## src/rtl/tinker_pkg.sv

```systemverilog
// Shared types and constants for the Tinker control sequencer and its opcode classifier.
package tinker_pkg;

  localparam int unsigned INSTR_BYTES = 4;
  localparam logic [63:0] RESET_PC_DEFAULT = 64'h2000;

  typedef enum logic [4:0] {
    OP_AND       = 5'h00, OP_OR        = 5'h01, OP_XOR       = 5'h02, OP_NOT       = 5'h03,
    OP_SHFTR     = 5'h04, OP_SHFTRI    = 5'h05, OP_SHFTL     = 5'h06, OP_SHFTLI    = 5'h07,
    OP_BR        = 5'h08, OP_BRR       = 5'h09, OP_BRR_L     = 5'h0a, OP_BRNZ      = 5'h0b,
    OP_CALL      = 5'h0c, OP_RETURN    = 5'h0d, OP_BRGT      = 5'h0e, OP_PRIV      = 5'h0f,
    OP_MOV_LOAD  = 5'h10, OP_MOV_REG   = 5'h11, OP_MOV_LIT   = 5'h12, OP_MOV_STORE = 5'h13,
    OP_ADDF      = 5'h14, OP_SUBF      = 5'h15, OP_MULF      = 5'h16, OP_DIVF      = 5'h17,
    OP_ADD       = 5'h18, OP_ADDI      = 5'h19, OP_SUB       = 5'h1a, OP_SUBI      = 5'h1b,
    OP_MUL       = 5'h1c, OP_DIV       = 5'h1d, OP_RSVD_1E   = 5'h1e, OP_RSVD_1F   = 5'h1f
  } opcode_e;

  typedef enum logic [2:0] {
    ST_FETCH, ST_DECODE, ST_EXECUTE, ST_MEM, ST_WB, ST_HALT
  } state_e;

  typedef struct packed {
    logic writes_reg;
    logic is_mem;
    logic is_store;
    logic is_load;
    logic is_call;
    logic is_return;
    logic is_halt;
    logic is_illegal;
  } op_class_t;

endpackage

```

## src/rtl/tinker_op_class.sv

```systemverilog
// Combinational opcode classifier; also reused by the decoder bench.
module tinker_op_class
  import tinker_pkg::*;
(
  input  logic [4:0] opcode,
  input  logic       literal_zero,
  output op_class_t  cls
);

  always_comb begin
    cls            = '0;
    cls.writes_reg = (opcode <= OP_SHFTLI)
                   || (opcode >= OP_MOV_LOAD && opcode <= OP_MOV_LIT)
                   || (opcode >= OP_ADDF && opcode <= OP_DIV);
    cls.is_call    = (opcode == OP_CALL);
    cls.is_return  = (opcode == OP_RETURN);
    cls.is_store   = (opcode == OP_MOV_STORE) || cls.is_call;
    cls.is_load    = (opcode == OP_MOV_LOAD) || cls.is_return;
    cls.is_mem     = cls.is_store || cls.is_load;
    // Only "priv 0" halts; other priv literals retire as no-ops.
    cls.is_halt    = (opcode == OP_PRIV) && literal_zero;
    cls.is_illegal = (opcode == OP_RSVD_1E) || (opcode == OP_RSVD_1F);
  end

endmodule

```

## src/rtl/tinker_sequencer.sv

```systemverilog
// Multi-cycle Tinker control sequencer: owns PC/IR and arbitrates one memory port
// between instruction fetch and data access.
module tinker_sequencer
  import tinker_pkg::*;
#(
  parameter logic [63:0] RESET_PC = RESET_PC_DEFAULT
) (
  input  logic        clk,
  input  logic        reset,
  output logic        mem_req,
  output logic        mem_we,
  output logic [63:0] mem_addr,
  output logic [63:0] mem_wdata,
  input  logic [63:0] mem_rdata,
  input  logic        mem_ready,
  output logic [31:0] instruction,
  output logic [63:0] pc,
  input  logic [63:0] data_addr,
  input  logic [63:0] store_data,
  input  logic        branch_taken,
  input  logic [63:0] branch_target,
  output logic [63:0] load_data,
  output logic        reg_write,
  output logic        wb_sel,
  output logic        halted,
  output logic        illegal
);

  state_e      state_q, state_d;
  logic [63:0] pc_q, pc_d;
  logic [31:0] instr_q, instr_d;
  logic [63:0] load_data_q, load_data_d;
  logic        br_taken_q, br_taken_d;
  logic [63:0] br_target_q, br_target_d;
  logic        halted_q, halted_d;
  logic        illegal_q, illegal_d;

  logic        req_raw, we_raw, rw_raw;
  logic [63:0] pc_plus4;
  logic [63:0] next_pc;
  op_class_t   cls;

  tinker_op_class u_op_class (
    .opcode       (instr_q[31:27]),
    .literal_zero (instr_q[11:0] == 12'h000),
    .cls          (cls)
  );

  assign pc_plus4 = pc_q + 64'(INSTR_BYTES);

  always_comb begin
    state_d     = state_q;
    pc_d        = pc_q;
    instr_d     = instr_q;
    load_data_d = load_data_q;
    br_taken_d  = br_taken_q;
    br_target_d = br_target_q;
    halted_d    = halted_q;
    illegal_d   = illegal_q;
    req_raw     = 1'b0;
    we_raw      = 1'b0;
    rw_raw      = 1'b0;
    mem_addr    = pc_q;
    mem_wdata   = '0;
    next_pc     = pc_plus4;

    case (state_q)
      ST_FETCH: begin
        req_raw = 1'b1;
        if (mem_ready) begin
          instr_d = mem_rdata[31:0];
          state_d = ST_DECODE;
        end
      end
      ST_DECODE: begin
        if (cls.is_halt || cls.is_illegal) begin
          state_d   = ST_HALT;
          halted_d  = 1'b1;
          illegal_d = cls.is_illegal;
        end else begin
          state_d = ST_EXECUTE;
        end
      end
      ST_EXECUTE: begin
        br_taken_d  = branch_taken;
        br_target_d = branch_target;
        state_d     = cls.is_mem ? ST_MEM : ST_WB;
      end
      ST_MEM: begin
        req_raw  = 1'b1;
        we_raw   = cls.is_store;
        mem_addr = data_addr;
        if (cls.is_store) mem_wdata = cls.is_call ? pc_plus4 : store_data;
        if (mem_ready) begin
          if (cls.is_load) load_data_d = mem_rdata;
          state_d = ST_WB;
        end
      end
      ST_WB: begin
        rw_raw = cls.writes_reg;
        if (cls.is_return)                    next_pc = load_data_q;
        else if (cls.is_call || br_taken_q)   next_pc = br_target_q;
        pc_d = next_pc;
        // A misaligned target still commits to pc so software can see where it went.
        if (next_pc[1:0] != 2'b00) begin
          state_d   = ST_HALT;
          halted_d  = 1'b1;
          illegal_d = 1'b1;
        end else begin
          state_d = ST_FETCH;
        end
      end
      ST_HALT: state_d = ST_HALT;
      default: state_d = ST_HALT;
    endcase
  end

  always_ff @(posedge clk or posedge reset) begin
    if (reset) begin
      state_q     <= ST_FETCH;
      pc_q        <= RESET_PC;
      instr_q     <= '0;
      load_data_q <= '0;
      br_taken_q  <= 1'b0;
      br_target_q <= '0;
      halted_q    <= 1'b0;
      illegal_q   <= 1'b0;
    end else begin
      state_q     <= state_d;
      pc_q        <= pc_d;
      instr_q     <= instr_d;
      load_data_q <= load_data_d;
      br_taken_q  <= br_taken_d;
      br_target_q <= br_target_d;
      halted_q    <= halted_d;
      illegal_q   <= illegal_d;
    end
  end

  // Reset state is FETCH, so the strobes are masked to keep the port idle while held in reset.
  assign mem_req     = req_raw & ~reset;
  assign mem_we      = we_raw & ~reset;
  assign reg_write   = rw_raw & ~reset;
  assign wb_sel      = (instr_q[31:27] == OP_MOV_LOAD);
  assign instruction = instr_q;
  assign pc          = pc_q;
  assign load_data   = load_data_q;
  assign halted      = halted_q;
  assign illegal     = illegal_q;

endmodule

```

## config.mk

```make
export PLATFORM = sky130hd
export DESIGN_NAME = tinker_sequencer
export DESIGN_NICKNAME = d
export VERILOG_FILES = /design/src/rtl/tinker_pkg.sv /design/src/rtl/tinker_op_class.sv /design/src/rtl/tinker_sequencer.sv
export SDC_FILE = /design/constraint.sdc
export NUM_CORES = 1
export LEC_CHECK = 0
export ABC_AREA = 1
export CORE_AREA = 3 3 214 216
export DETAILED_ROUTE_END_ITERATION = 12
export DIE_AREA = 0 0 217 219
export GPL_ROUTABILITY_DRIVEN = 0
export PLACE_DENSITY_LB_ADDON = 0.25
export SLEW_MARGIN = 10
export SYNTH_ARGS = -nofsm -noshare
export SYNTH_HDL_FRONTEND = slang
export SYNTH_SLANG_ARGS = --single-unit
```

## constraint.sdc

```tcl
create_clock -name clk -period 12.53 [get_ports clk]
set_input_delay 2.506 -clock clk [delete_from_list [all_inputs] [get_ports clk]]
set_output_delay 2.506 -clock clk [all_outputs]
set_load 0.02 [all_outputs]
```

Word level (Yosys, flattened, before mapping)

Index checks and enable logic that the tools add are counted.

Memories kept: 0
Latch bits: 0
Memory bits (writable): 0
Output and inout bits: 294
Logic and storage cells: 74
ROM bits: 0
Register bits after elaboration: 230

Bitwise logic cells: 4
$lt $le $gt $ge: 5
Div/mod/pow operators: 0
Shift-type cells: 0
Mux-type cells: 21
$add $sub $neg: 1
Reductions and logical operators: 20
Multipliers: 0
Equal/unequal tests: 15

Operators by type and width:

| kind                                                     | number |
|---|---|
| 2-to-1 mux 64 bit                                        | 7 |
| adder 64 x 3 -> 64 bit, second input constant            | 1 |
| == test 5 bit, second input constant                     | 4 |
| == test 5 x 4 -> 1 bit, second input constant            | 3 |
| 2-to-1 mux 3 bit                                         | 5 |
| case mux 3 bit (5 select lines)                          | 1 |
| logical NOT 12 bit                                       | 1 |
| greater-or-equal comparator 5 bit, second input constant | 2 |
| <= comparator 5 bit, second input constant               | 2 |
| logical OR 1 bit                                         | 8 |
| != test 2 bit, second input constant                     | 4 |
| == test 3 x 2 -> 1 bit, second input constant            | 2 |
| 2-to-1 mux 1 bit                                         | 6 |
| AND reduction 3 bit                                      | 2 |
| <= comparator 5 x 3 -> 1 bit, second input constant      | 1 |
| case mux 1 bit (2 select lines)                          | 2 |
| AND reduction 2 bit                                      | 2 |
| nonzero test 2 bit                                       | 2 |
| AND 1 bit                                                | 3 |
| == test 3 x 1 -> 1 bit, second input constant            | 1 |
| == test 3 bit, second input constant                     | 1 |
| logical AND 1 bit                                        | 3 |
| logical NOT 3 bit                                        | 1 |
| OR reduction 2 bit                                       | 1 |
| NOT 1 bit                                                | 1 |

Longest topological paths before layout

Depth in word-level cells: 8
Mapped depth: 12

Modules after synthesis

Synthesis repeated with hierarchy kept, for this count alone.

Cell total of the unflattened synthesis: 1992
Area, all modules: 13753.2 µm²

By module, submodules not included:

| module           | area each (µm²) | sequential area each (µm²) | cells each | instances |
|---|---|---|---|---|
| tinker_sequencer | 13636.8         | 5756.8                     | 1966       | 1 |
| tinker_op_class  | 116.4           | 0.0                        | 26         | 1 |

Worst setup path before layout

No wires, ideal clock.

Path kind: in2out
Start: input port store_data[11]
End: output port mem_wdata[11]
Stages: 2
Arrival time: 2923 ps
Path buffers: 0
Slack: 7101 ps
Required time: 10024 ps
Cells stage by stage: o21ai_0 -> a21oi_1

Longest elaborated chain between the ends: 3

RTL lines:

| element                         | RTL line               | RTL |
|---|---|---|
| start: declaration              | tinker_sequencer.sv:19 | `input logic [63:0] store_data,` |
| 2-to-1 mux 64 bit (2 in series) | tinker_sequencer.sv:93 | `if (cls.is_store) mem_wdata = cls.is_call ? pc_plus4 : store_data;` |
| 2-to-1 mux 64 bit               | tinker_sequencer.sv:67 | `case (state_q)` |
| end: declaration                | tinker_sequencer.sv:13 | `output logic [63:0] mem_wdata,` |

No other way between the ends.

Final worst setup path

Start: register instr_q[28], in the netlist instruction[28]
End: output port mem_wdata[60]

Longest elaborated chain between the ends: 4

RTL lines:

| element                                                        | RTL line                                      | RTL |
|---|---|---|
| start: declaration                                             | tinker_sequencer.sv:31                        | `logic [31:0] instr_q, instr_d;` |
| start signal: assignment                                       | tinker_sequencer.sv:131                       | `instr_q <= instr_d;` |
| == test 5 x 4 -> 1 bit / == test 5 bit (equally long branches) | tinker_op_class.sv:15, tinker_op_class.sv:17  |  |
| 2-to-1 mux 64 bit / logical OR 1 bit (equally long branches)   | tinker_sequencer.sv:93, tinker_op_class.sv:17 |  |
| 2-to-1 mux 64 bit (*)                                          | tinker_sequencer.sv:93                        |  |
| 2-to-1 mux 64 bit (*)                                          | tinker_sequencer.sv:67                        |  |

Mark *: on every way between the ends. The rest lies on a longest branch, timed or not.

==> qor.csv <==
stage,metric,value,unit
run_status,status,"finished, final reports clean",
timing,fin_hold_ws,465.1,ps
placement,port_buffers,553,
grt,gr-total-overflow,0,
final_layout,area_delta_synth_final,48.93,%
timing,fmax,0.1400,GHz
yosys,syn_area,14070,um2
setup_path,critPathArrivalTime,4640,ps
final_layout,nets,2843,
drt,post_drt_wl_per_cell,21.54,um
clock_network,cts_hold_buffers,0,
setup_path,worstSetupStartpointType,flop,
setup_path,cp.required,10020,ps
timing,slew_headroom,14.85,%
drt,drt_iter0_markers,1261,
setup_path,path_class,flop to output port,
clock_network,cts_made_buffers,28,
yosys,synthesis.yosys.warnings,0,
timing,final-setup-viol-count,0,
die,die_w,217,um
final_layout,layout_common_cells,"nand2_1 (667), clkdlybuf4s50_1 (553), nor2_1 (293), dfrtp_1 (229), inv_1 (216)",
yosys,async_reset_ff_share,100.0,%
clock_network,ctsResizeCount,0,
clock_network,clockBufferDepth,3,
run,maxCapViolations,0,
timing,post-route-period-util,57.02,%
clock_network,clk_pin_slew_worst_paths,60,ps
grt,grt_usage,27.86,%
clock_network,cts_tree,done,
yosys,yosys.cell_types.count,38,
timing,hold_viol_final,0,
grt,grt_pass1_vias,15550,
grt,antenna_found_initial,6,
die,die_h,219,um
timing,fin_tns_setup,0,ps
yosys,synth_top_area_share,40.74,%
clock_network,cts.htree.levels,1,
power,p_per_area,247.5,nW/um2
setup_path,cp-end-kind,output port,
yosys,post-synth-top-area-cell,dfrtp_1,
clock_network,cts-root-buf,clkbuf_16,
yosys,ys_ff_latch,230,
die,core_area,44120,um2
grt,grt_first_pass_wirelength,99.97,mm
drt,dr.pass1.iters,6,
final_layout,post_route_cells_drive_above_1_share,4.885,%
drt,vias_per_cell,5.033,
yosys,synth_area_leaders,"dfrtp_1 (41%), nand2_1 (18%), nor2_1 (7.8%), o21ai_0 (6.7%), inv_1 (5.8%)",
final_layout,layout_commonest_cell,nand2_1,
placement,dp_hpwl,52.89,mm
setup_path,cp_max_fo,33,
yosys,syn_avg_cell_area,6.740,um2
timing,worst_slew_pin_slew,1277,ps
drt,ant_nets,0,
drt,drc,0,
yosys,synth_edf_count,0,
die,ioPinCount,554,
final_layout,utilization,47.48,%
clock_network,cts_setup_buffers,0,
timing,drv_slew,0,
power,leakagePower,9.826,nW
drt,routed_wl,68.89,mm
timing,fin_crit,7144,ps
yosys,syn_inst,2087,
die,start_util,31.88,%
timing,rsz0062_at_grt,false,
power,ir_worst_vdd,0.1245,mV
yosys,ys.flop_type,dfrtp_1,
clock_network,clock-sinks,230,
die,die_area,47520,um2
drt,vias,16100,
yosys,synth_fp_nets,2348,
grt,grt_max_degree,104,
clock_network,clk_latency,560,ps
timing,finalClockSkew,14.48,ps
die,row_count,77,
hold_path,worst_hold_path_type,flop to flop,
yosys,ys_seq_area_share,40.92,%
power breakdown:
group / internal, mW / total (mW) / switching, mW
registers: 1.10 / 1.52 / 0.422
clock network: 0.490 / 0.820 / 0.330
logic: 1.13 / 2.84 / 1.72
area by class of cell:
| type | instances | area [um2] |
|---|---|---|
| sequential | 230 | 5757 |
| clock buffer | 40 | 817.0 |
| clock inverter | 8 | 93.84 |
| antenna | 7 | 17.52 |
| multi-input combinational | 1535 | 7049 |
| fill | 4443 | 23170 |
| tap | 592 | 740.7 |
| timing repair buffer | 566 | 5633 |
| inverter | 221 | 842.1 |
critical path: stages (launching register included):
cell,delay (ps)
dfrtp_1,450
nor2_1,250
nand3_2,810
o21ai_1,450
nand2_2,130
inv_1,600
buf_4,440
o211ai_1,160
inv_1,110
clkdlybuf4s50_1,610
per-stage QoR:
stage | setup WS [ps] | instances | cell area [um2] | total power, mW
2_1_floorplan | 3721 | 2087 | 14070 | 2.925
3_3_place_gp | 5883 | 3144 | 20020 | 4.324
3_5_place_dp | 5923 | 3144 | 20020 | 4.356
4_1_cts | 5417 | 3192 | 20930 | 5.198
5_1_grt | 5251 | 3196 | 20940 | 5.498
6_report | 5386 | 3199 | 20950 | 5.185
synthesized netlist by cell type, types with 6 or more instances:
cell / count
a21oi_1: 86
a31oi_1: 10
buf_1: 8
buf_2: 33
clkbuf_1: 56
dfrtp_1: 229
inv_1: 219
mux2_2: 24
nand2_1: 668
nand2_2: 6
nand3_1: 116
nand4_1: 16
nor2_1: 294
nor2_2: 8
nor2_4: 8
o211ai_1: 37
o21ai_0: 187
o21ai_1: 12
or2_2: 11
xnor2_1: 10
xor2_1: 14
cell families (layout without fill, tap and decap cells):
group | after synthesis | count (layout) | synth area share (%)
AND/OR/NAND/NOR | 1143 | 1143 | 33.27
AO/OA/AOI/OAI | 339 | 339 | 12.91
buffers and inverters | 322 | 835 | 9.072
flip-flops | 230 | 230 | 40.92
multiplexers | 28 | 28 | 2.241
XOR/XNOR | 24 | 24 | 1.494
adder cells (fa/ha/maj) | 1 | 1 | 0.08893
other | 0 | 7 | 0
flip-flops by register name, indices dropped and copies added (netlist names):
signal,cells
br_target_q,64
load_data,64
pc,64
instruction,32
state_q,3
br_taken_q,1
halted,1
illegal,1
worst paths after layout:
check                                             from                   endpoint  slack (ps)  depth (start not counted)
setup reg to reg                state_q[2]$_DFFE_PP0P_  load_data[44]$_DFFE_PP0P_        8740                          7
min in group asynchronous                        reset   load_data[1]$_DFFE_PP0P_        2530                          2
hold reg to reg                     halted$_DFFE_PP0P_         halted$_DFFE_PP0P_         470                          1
setup / recovery           instruction[28]$_DFFE_PP0P_              mem_wdata[60]        5390                          9
max in group asynchronous                        reset         pc[17]$_DFFE_PP0P_        7680                          4
hold / removal                      halted$_DFFE_PP0P_         halted$_DFFE_PP0P_         470                          1
layer usage:
layer  share of wire (%)  global-route usage [%]  vias up  wire, um
met5                   0                       0        -         0
met4                 4.1                   10.68        0      2822
met3                 7.6                   4.666      135      5268
met2                  46                   44.75      753     31410
met1                  43                   37.74     7610     29390
li1                    -                       -     7604         -
Power figures use the tool's default switching activity.
